### src/rtl/xbar_sched.sv
// xbar_sched: per-output round-robin connection scheduler for the switch crossbar.
// Each output holds one input connected for a whole packet, then takes one bubble
// cycle before it grants again. A per-output watchdog frees a connection whose
// input has stopped sending beats.
//
// Per-output FSM
//   state   | meaning
//   --------+---------------------------------------------------------------
//   ST_IDLE | output free; arbitrating among requesters addressed to it
//   ST_BUSY | output holds xbar_arbit[o]; waiting for last beat or timeout
module xbar_sched #(
    parameter int XBAR_INPUT    = 4,
    parameter int XBAR_INPUT_L2 = $clog2(XBAR_INPUT),
    parameter int TMO_CYCLES    = 1024,
    parameter int TMO_W         = $clog2(TMO_CYCLES + 1)
) (
    input  logic                                       clk,
    input  logic                                       rstn,
    input  logic [XBAR_INPUT-1:0]                      req_valid,
    input  logic [XBAR_INPUT-1:0][XBAR_INPUT_L2-1:0]   req_dst,
    input  logic [XBAR_INPUT-1:0]                      beat_valid,
    input  logic [XBAR_INPUT-1:0]                      beat_last,
    input  logic [XBAR_INPUT-1:0]                      out_ready,
    output logic [XBAR_INPUT-1:0]                      in_gnt,
    output logic [XBAR_INPUT-1:0]                      in_ready,
    output logic [XBAR_INPUT-1:0][XBAR_INPUT_L2-1:0]   xbar_arbit,
    output logic [XBAR_INPUT-1:0]                      out_busy,
    output logic [XBAR_INPUT-1:0]                      out_valid,
    output logic [XBAR_INPUT-1:0]                      tmo_pulse
);

    typedef enum logic {
        ST_IDLE = 1'b0,
        ST_BUSY = 1'b1
    } state_t;

    state_t                                    state_q [XBAR_INPUT];
    logic [XBAR_INPUT-1:0][XBAR_INPUT_L2-1:0]  ptr_q;
    logic [XBAR_INPUT-1:0][TMO_W-1:0]          wdog_q;

    logic [XBAR_INPUT-1:0]                     acc;
    logic [XBAR_INPUT-1:0]                     rel_norm;
    logic [XBAR_INPUT-1:0]                     rel_tmo;
    logic [XBAR_INPUT-1:0]                     gnt_found;
    logic [XBAR_INPUT-1:0][XBAR_INPUT_L2-1:0]  gnt_pick;
    logic [XBAR_INPUT-1:0]                     gnt_mask;
    logic [XBAR_INPUT-1:0]                     rel_mask;

    // Beat handshake: an input's beat is accepted when the output it holds is ready.
    always_comb begin
        in_ready = '0;
        for (int o = 0; o < XBAR_INPUT; o++) begin
            if (out_busy[o] && in_gnt[xbar_arbit[o]] && beat_valid[xbar_arbit[o]] && out_ready[o]) begin
                in_ready[xbar_arbit[o]] = 1'b1;
            end
        end
    end

    // Per-output view of the held connection: beat present, beat accepted, release causes.
    always_comb begin
        out_valid = '0;
        acc       = '0;
        rel_norm  = '0;
        rel_tmo   = '0;
        for (int o = 0; o < XBAR_INPUT; o++) begin
            out_valid[o] = out_busy[o] & beat_valid[xbar_arbit[o]];
            acc[o]       = out_busy[o] & in_ready[xbar_arbit[o]];
            rel_norm[o]  = acc[o] & beat_last[xbar_arbit[o]];
            // A last beat landing on the final watchdog cycle wins: acc masks the timeout.
            rel_tmo[o]   = out_busy[o] & ~acc[o] & (wdog_q[o] == TMO_W'(TMO_CYCLES - 1));
        end
    end

    // Round-robin pick per output: first eligible requester at or after ptr, wrapping.
    always_comb begin
        logic [XBAR_INPUT_L2-1:0] cand;
        int                       idx;
        cand      = '0;
        idx       = 0;
        gnt_found = '0;
        gnt_pick  = '0;
        for (int o = 0; o < XBAR_INPUT; o++) begin
            for (int k = 0; k < XBAR_INPUT; k++) begin
                idx  = (int'(ptr_q[o]) + k) % XBAR_INPUT;
                cand = XBAR_INPUT_L2'(idx);
                if (!gnt_found[o] && req_valid[cand] && !in_gnt[cand] &&
                    (req_dst[cand] == XBAR_INPUT_L2'(o))) begin
                    gnt_found[o] = 1'b1;
                    gnt_pick[o]  = cand;
                end
            end
        end
    end

    // Input-side grant bookkeeping: inputs gained by IDLE outputs, inputs freed by releases.
    always_comb begin
        gnt_mask = '0;
        rel_mask = '0;
        for (int o = 0; o < XBAR_INPUT; o++) begin
            if (state_q[o] == ST_IDLE && gnt_found[o]) begin
                gnt_mask[gnt_pick[o]] = 1'b1;
            end
            if (rel_norm[o] || rel_tmo[o]) begin
                rel_mask[xbar_arbit[o]] = 1'b1;
            end
        end
    end

    // Output FSMs, RR pointers, watchdogs and all registered outputs.
    always_ff @(posedge clk or negedge rstn) begin
        if (!rstn) begin
            for (int o = 0; o < XBAR_INPUT; o++) begin
                state_q[o] <= ST_IDLE;
            end
            ptr_q      <= '0;
            wdog_q     <= '0;
            in_gnt     <= '0;
            out_busy   <= '0;
            xbar_arbit <= '0;
            tmo_pulse  <= '0;
        end else begin
            in_gnt    <= (in_gnt & ~rel_mask) | gnt_mask;
            tmo_pulse <= rel_tmo;
            for (int o = 0; o < XBAR_INPUT; o++) begin
                case (state_q[o])
                    ST_IDLE: begin
                        if (gnt_found[o]) begin
                            state_q[o]    <= ST_BUSY;
                            out_busy[o]   <= 1'b1;
                            xbar_arbit[o] <= gnt_pick[o];
                            ptr_q[o]      <= (gnt_pick[o] == XBAR_INPUT_L2'(XBAR_INPUT - 1)) ?
                                             '0 : gnt_pick[o] + XBAR_INPUT_L2'(1);
                            wdog_q[o]     <= '0;
                        end
                    end
                    ST_BUSY: begin
                        if (rel_norm[o] || rel_tmo[o]) begin
                            // xbar_arbit[o] deliberately keeps the last select
                            state_q[o]  <= ST_IDLE;
                            out_busy[o] <= 1'b0;
                        end else if (acc[o]) begin
                            wdog_q[o] <= '0;
                        end else if (wdog_q[o] != TMO_W'(TMO_CYCLES)) begin
                            wdog_q[o] <= wdog_q[o] + TMO_W'(1);
                        end
                    end
                    default: begin
                        state_q[o]  <= ST_IDLE;
                        out_busy[o] <= 1'b0;
                    end
                endcase
            end
        end
    end

endmodule

### config.mk
export PLATFORM = sky130hd
export DESIGN_NAME = xbar_sched
export DESIGN_NICKNAME = d
export VERILOG_FILES = /design/src/rtl/xbar_sched.sv
export SDC_FILE = /design/constraint.sdc
export NUM_CORES = 1
export LEC_CHECK = 0
export BUFFER_PORTS_ARGS = -buffer_cell sky130_fd_sc_hd__buf_2
export CAP_MARGIN = 20
export CORE_MARGIN = 5
export CORE_UTILIZATION = 40
export CTS_BUF_LIST = sky130_fd_sc_hd__clkbuf_4 sky130_fd_sc_hd__clkbuf_8 sky130_fd_sc_hd__clkbuf_16
export CTS_CLUSTER_DIAMETER = 30
export DETAILED_ROUTE_END_ITERATION = 10
export PLACE_DENSITY = 0.62
export SYNTH_ARGS = -nofsm -noshare
export SYNTH_HDL_FRONTEND = slang
export SYNTH_SLANG_ARGS = --single-unit
### constraint.sdc
create_clock -name clk -period 3 [get_ports clk]
set_input_delay 0.6 -clock clk [delete_from_list [all_inputs] [get_ports clk]]
set_output_delay 0.6 -clock clk [all_outputs]
set_load 0.01 [all_outputs]
Word level (Yosys, flattened, before mapping)
Cells that the tools add are included.
W data, S select, Z words.
- muxes and demuxes: 236
- equality and inequality tests: 40
- reduce and logical (&&, ||, !) cells: 116
- add/subtract/negate cells: 20
- bitwise logic cells: 40
- order comparisons: 32
- operator list (operator ; count):
    $mux W11 ; 16
    $bmux W1 S2 ; 48
    $mux W1 ; 88
    $pmux W11 S2 ; 4
    $lt A2 B3 Y1 const B ; 24
    $mux W2 ; 36
    $logic_and A1 B1 Y1 ; 68
    $bmux W2 S2 ; 16
    $mux W4 ; 12
    $add A11 B1 Y11 const B ; 4
    $eq A11 B10 Y1 const B ; 4
    $ne A11 B11 Y1 const B ; 4
    $or A4 B4 Y4 ; 10
    $logic_not A1 Y1 ; 28
    $eq A2 B2 Y1 const B ; 12
    $and A1 B1 Y1 ; 20
    $add A2 B1 Y2 const B ; 8
    $add A2 B2 Y2 const B ; 8
    $demux W1 S2 ; 8
    $ge A2 B1 Y1 const B ; 8
    $ne A2 B2 Y1 const B ; 8
    $pmux W1 S2 ; 8
    $reduce_and A2 Y1 ; 8
    $ne A3 B1 Y1 const B ; 4
    other kinds (8) ; 30
- bits in registers: 76
- input bits: 26
- logic and storage cells: 506

Longest topological paths before layout
Gate-level depths: netlist of the first run.
- depth after elaboration: 33
- mapped depth: 12

Least setup slack after synthesis of the first run
Ideal clock, no wire load.
- path type: input -> register
- from: input out_ready[2]
- to: register wdog_q[11] (netlist name)
- path buffers: 1
- data required time: 2875 ps
- slack: 307 ps
- arrival time: 2568 ps
- stages: 9
- library setup time: 125 ps
- cell sequence: nand2_1 > o32ai_1 > o311a_4 > a221o_2 > a2111oi_4 > a211o_1 > buf_6 > nor3_1 > mux2_2
- cells in the longest elaborated chain, start to end: 13
- elaborated cells between the ends (all ways): 18
- RTL lines (item ; RTL line ; RTL):
    start: declaration ; 23 ; input logic [XBAR_INPUT-1:0] out_ready,
    $logic_and A1 B1 Y1 * ; 53 ; if (out_busy[o] && in_gnt[xbar_arbit[o]] && beat_valid[xbar_arbit[o]] && out_ready[o]) begin
    $mux W4 * ; 53 ;
    $or A4 B4 Y4 (no line) ; -- ;
    $mux W4 * ; 53 ;
    via in_ready[2] ; 25 ; output logic [XBAR_INPUT-1:0] in_ready,
    $bmux W1 S2 * ; 67 ; acc[o] = out_busy[o] & in_ready[xbar_arbit[o]];
    $mux W1 (implied by the code) * ; 67 ;
    $and A1 B1 Y1 * ; 67 ;
    $not A1 Y1 * ; 70 ; rel_tmo[o] = out_busy[o] & ~acc[o] & (wdog_q[o] == TMO_W'(TMO_CYCLES - 1));
    $and A1 B1 Y1 * (2 in a row) ; 70 ;
    via rel_tmo[1] ; 43 ; logic [XBAR_INPUT-1:0] rel_tmo;
    $logic_or A1 B1 Y1 * ; 137 ; if (rel_norm[o] || rel_tmo[o]) begin
    $ne A2 B2 Y1 (no line) * ; -- ;
    $reduce_and A3 Y1 (no line) * ; -- ;
    end signal: indexed assignment ; 144 ; wdog_q[o] <= wdog_q[o] + TMO_W'(1);
    end: declaration ; 39 ; logic [XBAR_INPUT-1:0][TMO_W-1:0] wdog_q;
The timed path passes the listed nets; every way through them passes the cells marked *. The select of a mux whose other input is x is not followed.
A chain may end at the register's enable or synchronous reset.

Final worst setup path of the first run
- from: register xbar_arbit[1] (netlist name)
- to: register in_gnt[0]
- elaborated cells between the ends (all ways): 63
- RTL lines (item ; RTL line ; RTL):
    start: declaration ; 26 ; output logic [XBAR_INPUT-1:0][XBAR_INPUT_L2-1:0] xbar_arbit,
    start signal: indexed assignment ; 130 ; xbar_arbit[o] <= gnt_pick[o];
    branches (longest 5 deep; another with $lt A2 B3 Y1) ; -- ;
    $mux W4 * ; 53 ;
    $or A4 B4 Y4 (no line) ; -- ;
    $mux W4 * ; 53 ;
    $or A4 B4 Y4 (no line) ; -- ;
    $mux W4 * ; 53 ;
    $or A4 B4 Y4 (no line) ; -- ;
    $mux W4 * ; 53 ;
    (+6 left out) ; -- ;
    via rel_tmo[2] ; 43 ;
    $logic_or A1 B1 Y1 * ; 103 ; if (rel_norm[o] || rel_tmo[o]) begin
    $mux W4 * ; 103 ;
    $or A4 B4 Y4 (no line) ; -- ;
    $mux W4 * ; 103 ;
    $not A4 Y4 * ; 122 ; in_gnt <= (in_gnt & ~rel_mask) | gnt_mask;
    $and A4 B4 Y4 * ; 122 ;
    $or A4 B4 Y4 * ; 122 ;
    end signal: assignment ; 122 ;
    end: declaration ; 24 ; output logic [XBAR_INPUT-1:0] in_gnt,
Mark *: on every way through the listed nets, which the timed path passes. The select of a mux whose other input is x is not followed.

==> results.py, run 1 <==
metrics = {
    "run_status": {
        "status": "finished clean",
    },
    "synthesis": {
        "synth_xor_area_share_pct": 2.091,
        "ys_types": 76,
        "ys.warnings.count": 0,
        "synth_ff_type": "dfrtp_1",
        "synthMuxAreaShare_pct": 6.343,
        "netlist_area_mm2": 0.005444,
        "synth_adder_area_share_pct": 5.516,
        "synth-simple-area-share_pct": 25.53,
        "postSynthAreaPerCell_um2": 8.881,
        "ys_seq_elements": 76,
        "syn_inst": 613,
        "ys_seq_area_share_pct": 34.93,
        "async_flop_share_pct": 100.0,
        "synth_edf_count": 0,
        "synth_fp_nets": 663,
        "synth_top_family_by_area": "simple AND/OR/NAND/NOR gates",
        "synth_compound_area_share_pct": 20.36,
    },
    "drt": {
        "wl_per_cell_um": 17.56,
        "vias": 5161,
        "first_pass_iters": 5,
        "wirelength_um": 15680,
        "drtIter0Drc": 480,
        "drcViolationCount": 0,
        "ant_nets": 0,
        "drt-vias-per-instance": 5.779,
    },
    "final_layout": {
        "syn_to_final_growth_pct": 20.25,
        "regArea_mm2": 0.001904,
        "multi_input_area_mm2": 0.003279,
        "design_area_mm2": 0.006546,
        "fill_cells": 1237,
        "final_net_count": 761,
        "final_layout_size_suffix_gt1_share_pct": 22.49,
        "finalNonFillerCells": 893,
    },
    "pwr": {
        "p_comb_share_pct": 50.8,
        "p_int_uw": 3195,
        "powerDensity_mw_per_mm2": 863.5,
        "clkPwrFrac_pct": 19.3,
        "vdd_drop_max_mv": 0.3637,
        "power.leakage_uw": 0.003021,
        "switching_power_uw": 2457,
        "netSwitchingFraction_pct": 43.47,
        "p_total_uw": 5652,
        "seq_power_share_pct": 29.9,
    },
    "worst_setup_path": {
        "arrival_ns": 3.13,
        "crit_top_cell": "buf_4",
        "critPathLaunchType": "register",
        "crit_chain": "or4bb_1, o311a_1, nand2_2, buf_4, a221oi_1, buf_4, o2111a_1, o21ai_0, o311ai_0, buf_4, o31ai_1",
        "cp-end-kind": "register",
        "slowest_delay_ns": 0.55,
        "critical_path_class": "register to register",
        "cp_max_fo": 9,
        "reg2reg_slack_ns": 0.13,
        "critPathRequiredTime_ns": 3.25,
        "slowest_stage": "or4bb_1",
    },
    "placed_design": {
        "dp_cells": 873,
        "dp_slack_ns": -0.1059,
        "place_area_mm2": 0.006185,
        "port_buffers": 53,
        "gp_congestion": 1.014,
        "dp_hpwl_um": 11980,
    },
    "timing": {
        "tightest_slew_ns": 0.6722,
        "fin_crit_sh_pct": 95.76,
        "max_freq_ghz": 0.3481,
        "min_period_ns": 2.873,
        "setup_viol": 0,
        "setup_slack_ns": 0.1271,
        "hold_violations": 0,
        "timing.hold.ws_ns": 0.07438,
        "skew_ns": 0.006146,
        "relSlewSlack_pct": 54.60,
        "finalMaxSlewViolations": 0,
    },
    "floorplanning": {
        "pin_count": 54,
        "rows": 42,
        "die_w_um": 126.7,
        "fp.dieArea_mm2": 0.01604,
        "coreArea_mm2": 0.01330,
        "dieHeight_um": 126.7,
        "initial_utilization_pct": 40.95,
    },
    "grt": {
        "grt_first_pass_wirelength_um": 25790,
        "grt_util_all_layers_pct": 19.92,
        "grt-ovfl-total": 0,
        "antenna_found_initial": 1,
        "grt_start_max_net_pins": 77,
        "grt_pass1_vias": 5050,
    },
    "worst_hold_path": {
        "holdCritPathClass": "input port to asynchronous set/reset pin",
    },
    "clocking": {
        "clockBufferDepth": 2,
        "clock_latency_ns": 0.35,
        "root_buffer": "clkbuf_16",
        "clock-sinks": 76,
        "cts_tree": "yes",
        "path_clk_slew_ns": 0.06,
        "cts_inserted_buffers": 9,
        "cts-htree-levels": 3,
    },
    "run": {
        "maxCapViolCount": 0,
    },
}
[power groups by stage]
stage | clock, uW | sequential (uW) | combinational, uW
floorplan | 0 | 1590 | 1710
global placement | 0 | 1670 | 2740
detailed placement | 0 | 1690 | 2790
CTS | 1110 | 1670 | 2810
global route | 1170 | 1730 | 3170
finish | 1090 | 1690 | 2870
[final cells by class]
type,count,share of cell area [%]
Timing Repair Buffer,106,10.47
Clock buffer,11,3.670
Sequential cell,76,29.09
Multi-Input combinational cell,475,50.10
Antenna cell,1,0.03823
Tap cell,176,3.364
Inverter,43,2.466
Clock inverter,5,0.8028
[through the flow]
stage               setup TNS, ns  utilization [%]
CTS                             0            48.72
floorplan                       0                -
global placement                0            46.52
detailed placement        -0.4289            46.52
global route            -0.003643            49.24
finish                          0            49.24
[kinds of logic after synthesis]
logic type / after synthesis
fa+ha+maj: 24
xor+xnor: 13
flops: 76
simple gates: 260
buf+inv: 62
mux: 23
compound gates: 155
[worst paths after layout]
check	start	endpoint	cells after the start
setup / recovery	xbar_arbit[1]	in_gnt[0]	11
setup reg to reg	xbar_arbit[1]	in_gnt[0]	11
hold / removal	rstn	wdog_q[15]	1
max in group asynchronous	rstn	xbar_arbit[1]	2
min in group clk	wdog_q[42]	wdog_q[42]	1
hold reg to reg	wdog_q[42]	wdog_q[42]	1
[synthesized netlist by cell type, types with 7 or more instances]
cell type / n / area [um^2]
dfrtp_1: 76 / 1902
nand2_1: 70 / 262.8
o21ai_0: 50 / 250.2
nor2_1: 45 / 168.9
inv_1: 42 / 157.7
nand3_1: 28 / 140.1
ha_1: 24 / 300.3
and3_1: 20 / 125.1
a21oi_1: 18 / 90.09
nand2b_1: 15 / 93.84
a22o_1: 9 / 78.83
and2_1: 9 / 56.30
mux2i_1: 9 / 90.09
xor2_1: 9 / 78.83
a31oi_1: 8 / 50.05
nor3_1: 8 / 40.04
o31ai_1: 8 / 60.06
clkbuf_1: 7 / 26.28
nor2b_1: 7 / 43.79
o21a_1: 7 / 52.55
or3_1: 7 / 43.79
[cell usage in the layout (no fill, tap or decap), types with 4 or more instances in the layout]
cell	n
dfrtp_1	74
nand2_1	70
buf_4	53
buf_2	52
o21ai_0	50
nor2_1	44
inv_1	42
nand3_1	28
ha_1	24
and3_1	20
a21oi_1	17
nand2b_1	15
a22o_1	9
mux2i_1	9
xor2_1	9
clkbuf_16	9
nor3_1	8
a31oi_1	8
and2_1	8
o31ai_1	8
or3_1	7
nor2b_1	7
o21a_1	7
mux2_2	6
mux4_2	6
nor4_1	6
nand4_1	6
nand4b_1	5
o22ai_1	5
nand3b_1	5
o311ai_0	5
a221oi_1	4
xnor2_1	4
[what timing repair did]
item,in CTS,in global routing
endpoints found under the setup margin,0,24
setup buffers,0,2
gates resized for setup,0,8
hold buffers,0,0
[critical path: cells and delay by family, from the launching register on]
kind	cells	cell delay, ns
AOI/OAI and AO/OA	6	1.18
buffers and inverters	3	0.47
DFF	1	0.48
and+or+nand+nor	2	0.66
[routing by layer]
metal	GRT usage [%]	up-vias	part of all wire, %
met3	3.615	29	6.8
met5	0	-	0
met2	30.57	161	45
li1	-	2466	-
met4	8.013	0	2.3
met1	27.81	2505	46
[state kept, by name, indices dropped and copies added (netlist names)]
signal      cells
wdog_q         44
ptr_q           8
xbar_arbit      8
in_gnt          4
out_busy        4
state_q         4
tmo_pulse       4
Note: power is estimated with default switching activity, not from simulation.
==> run 2, diff against run 1 <==
--- a/config.mk
+++ b/config.mk
@@ -8,11 +8,11 @@
 export BUFFER_PORTS_ARGS = -buffer_cell sky130_fd_sc_hd__buf_2
 export CAP_MARGIN = 20
 export CORE_MARGIN = 5
-export CORE_UTILIZATION = 40
+export CORE_UTILIZATION = 50
 export CTS_BUF_LIST = sky130_fd_sc_hd__clkbuf_4 sky130_fd_sc_hd__clkbuf_8 sky130_fd_sc_hd__clkbuf_16
 export CTS_CLUSTER_DIAMETER = 30
 export DETAILED_ROUTE_END_ITERATION = 10
-export PLACE_DENSITY = 0.62
+export PLACE_DENSITY = 0.73
 export SYNTH_ARGS = -nofsm -noshare
 export SYNTH_HDL_FRONTEND = slang
 export SYNTH_SLANG_ARGS = --single-unit
==> run 2 against run 1 <==
  * Cell count fell by 5.3%
  * Global-route usage is 3.6 points higher
  * Critical path depth shrank 2
  * Register-to-register slack improved by 0.02 ns
  * Largest power group unchanged
  * Wire length is 3.9% lower
  * Clock power decreased by 18%
  * Fmax rose by 0.60%
  * Core utilization up 9.7 points
  * First-iteration DRC count grew 10%
  * Die area fell by 19%
  * Combinational power is 3% lower
==> results.py, run 2 (synthesized netlist as in run 1, its figures left out) <==
metrics = {
    "drt": {
        "drt-vias-per-instance": 6.134,
        "vias": 5189,
        "drtIter0Drc": 530,
        "ant_nets": 0,
        "first_pass_iters": 7,
        "drcViolationCount": 0,
        "wirelength_um": 15070,
        "wl_per_cell_um": 17.81,
    },
    "worst_setup_path": {
        "critical_path_class": "register to register",
        "critPathLaunchType": "register",
        "r2r_end": "wdog_q[18]",
        "slowest_delay_ns": 0.48,
        "reg2reg_depth": 9,
        "critPathRequiredTime_ns": 3.24,
        "arrival_ns": 3.09,
        "slowest_stage": "dfrtp_1",
        "reg2reg_slack_ns": 0.14,
        "cp_max_fo": 9,
        "cp-end-kind": "register",
        "crit_chain": "inv_1, nor3_1, o311a_4, a221o_2, and3_1, a211o_1, buf_4, o311ai_0, o41ai_1",
        "cp-endpoint": "wdog_q[18]",
        "startpoint": "xbar_arbit[3]",
        "r2r_start": "xbar_arbit[3]",
    },
    "final_layout": {
        "fin_util_pct": 58.92,
        "largest_register": "wdog_q",
        "final_cell_mix": "dfrtp_1 (76), nand2_1 (70), buf_2 (52)",
        "final_common_cell": "dfrtp_1",
        "largest_reg_flops": 44,
        "design_area_mm2": 0.006331,
        "syn_to_final_growth_pct": 16.30,
        "num_antenna_cells": 0,
        "largestRegisters": "wdog_q (44), ptr_q (8), xbar_arbit (8)",
        "final_net_count": 751,
        "final_layout_size_suffix_gt1_share_pct": 20.68,
    },
    "timing": {
        "hold_violations": 0,
        "skew_ns": 0.008031,
        "finalMaxSlewViolations": 0,
        "max_freq_ghz": 0.3502,
        "tightest_slew_ns": 0.5499,
        "grt_setup_unrepaired": "false",
        "setup_slack_ns": 0.1444,
        "min_period_ns": 2.856,
        "setup_viol": 0,
        "relSlewSlack_pct": 62.86,
        "setup_tns_ns": 0,
        "fin_crit_sh_pct": 95.19,
    },
    "pwr": {
        "switching_power_uw": 2373,
        "seq_power_share_pct": 31.3,
        "p_comb_share_pct": 51.9,
        "p_int_uw": 2962,
        "power.leakage_uw": 0.002944,
        "clkPwrFrac_pct": 16.7,
        "vdd_drop_max_mv": 0.3719,
        "netSwitchingFraction_pct": 44.48,
        "powerDensity_mw_per_mm2": 842.8,
    },
    "floorplanning": {
        "initial_utilization_pct": 50.66,
        "dieHeight_um": 114.3,
        "fp.dieArea_mm2": 0.01307,
        "rows": 38,
        "pin_count": 54,
        "die_w_um": 114.3,
        "coreArea_mm2": 0.01075,
    },
    "placed_design": {
        "gp_congestion": 0.9644,
        "dp_slack_ns": -0.09172,
        "dp_hpwl_um": 11320,
        "port_buffers": 53,
        "place_area_mm2": 0.006080,
    },
    "clocking": {
        "root_buffer": "clkbuf_8",
        "clock-sinks": 76,
        "cts-htree-levels": 3,
        "path_clk_slew_ns": 0.08,
        "cts_hold_buf": 0,
        "cts_inserted_buffers": 9,
        "clock_latency_ns": 0.36,
        "clockBufferDepth": 2,
        "cts_tree": "yes",
    },
    "run": {
        "maxCapViolCount": 0,
    },
    "grt": {
        "grt-ovfl-total": 0,
        "grt.met1_usage_pct": 29.65,
        "use_met3_pct": 3.911,
        "grt.busiest_layer": "met2",
        "met2_usage_pct": 39.46,
        "grt_util_all_layers_pct": 23.47,
        "grt_first_pass_wirelength_um": 24710,
        "grt_start_max_net_pins": 77,
        "grt_pass1_vias": 5100,
        "antenna_found_initial": 0,
    },
    "worst_hold_path": {
        "holdCritPathClass": "input port to asynchronous set/reset pin",
    },
    "run_status": {
        "status": "finished clean",
    },
}
[run 2: area by class of cell]
type	count	area, um^2
flip-flops and latches	76	1902
clock buffers	11	145.1
fillers	943	4414
well taps	140	175.2
repair buffers	96	610.6
clock inverters	5	75.07
inverters	43	161.4
multi-input cells	475	3262
[run 2: worst max-delay path, delay by kind of cell, from the launching register on]
kind | cells | cell delay (ns)
AO/OA/AOI/OAI | 5 | 1.67
flip-flops | 1 | 0.48
buffers and inverters | 2 | 0.35
AND/OR/NAND/NOR | 2 | 0.24
[run 2: metal layers]
metal  vias to the layer above  share of wire (%)
met1                      2511                 41
met4                         0                3.2
li1                       2446                  -
met2                       187                 50
met5                         -                  0
met3                        45                5.9
[run 2: power groups by stage]
stage	clock network (uW)	logic, uW	registers (uW)
6_report	893	2770	1670
5_1_grt	944	3060	1710
4_1_cts	903	2750	1660
3_5_place_dp	0	2730	1680
3_3_place_gp	0	2640	1660
2_1_floorplan	0	1710	1590
[run 2: how the worst min path moves through the flow]
stage / start / to / slack [ns] / cells past startpoint
CTS: rstn / wdog_q[28] / 0.44 / 1
floorplan: rstn / in_gnt[0] / 0.30 / 0
global route: rstn / wdog_q[30] / 0.04 / 1
global placement: wdog_q[42] / wdog_q[42] / 0.50 / 1
detailed placement: wdog_q[42] / wdog_q[42] / 0.51 / 1
finish: rstn / wdog_q[30] / 0.04 / 1
[run 2: metrics by stage]
| step | hold slack (ns) | std cells | total power, uW |
|---|---|---|---|
| 3_5_place_dp | 0.5080 | 829 | 4403 |
| 6_report | 0.04409 | 846 | 5336 |
| 4_1_cts | 0.4369 | 845 | 5308 |
| 5_1_grt | 0.04293 | 846 | 5714 |
| 2_1_floorplan | 0.3044 | 613 | 3299 |
| 3_3_place_gp | 0.4974 | 829 | 4294 |
[run 2: what timing repair did]
action | 4_1_cts | 5_1_grt
endpoints found under the setup margin | 0 | 15
setup buffers | 0 | 0
endpoints found under the hold margin | 0 | 0
gates resized for setup | 0 | 2
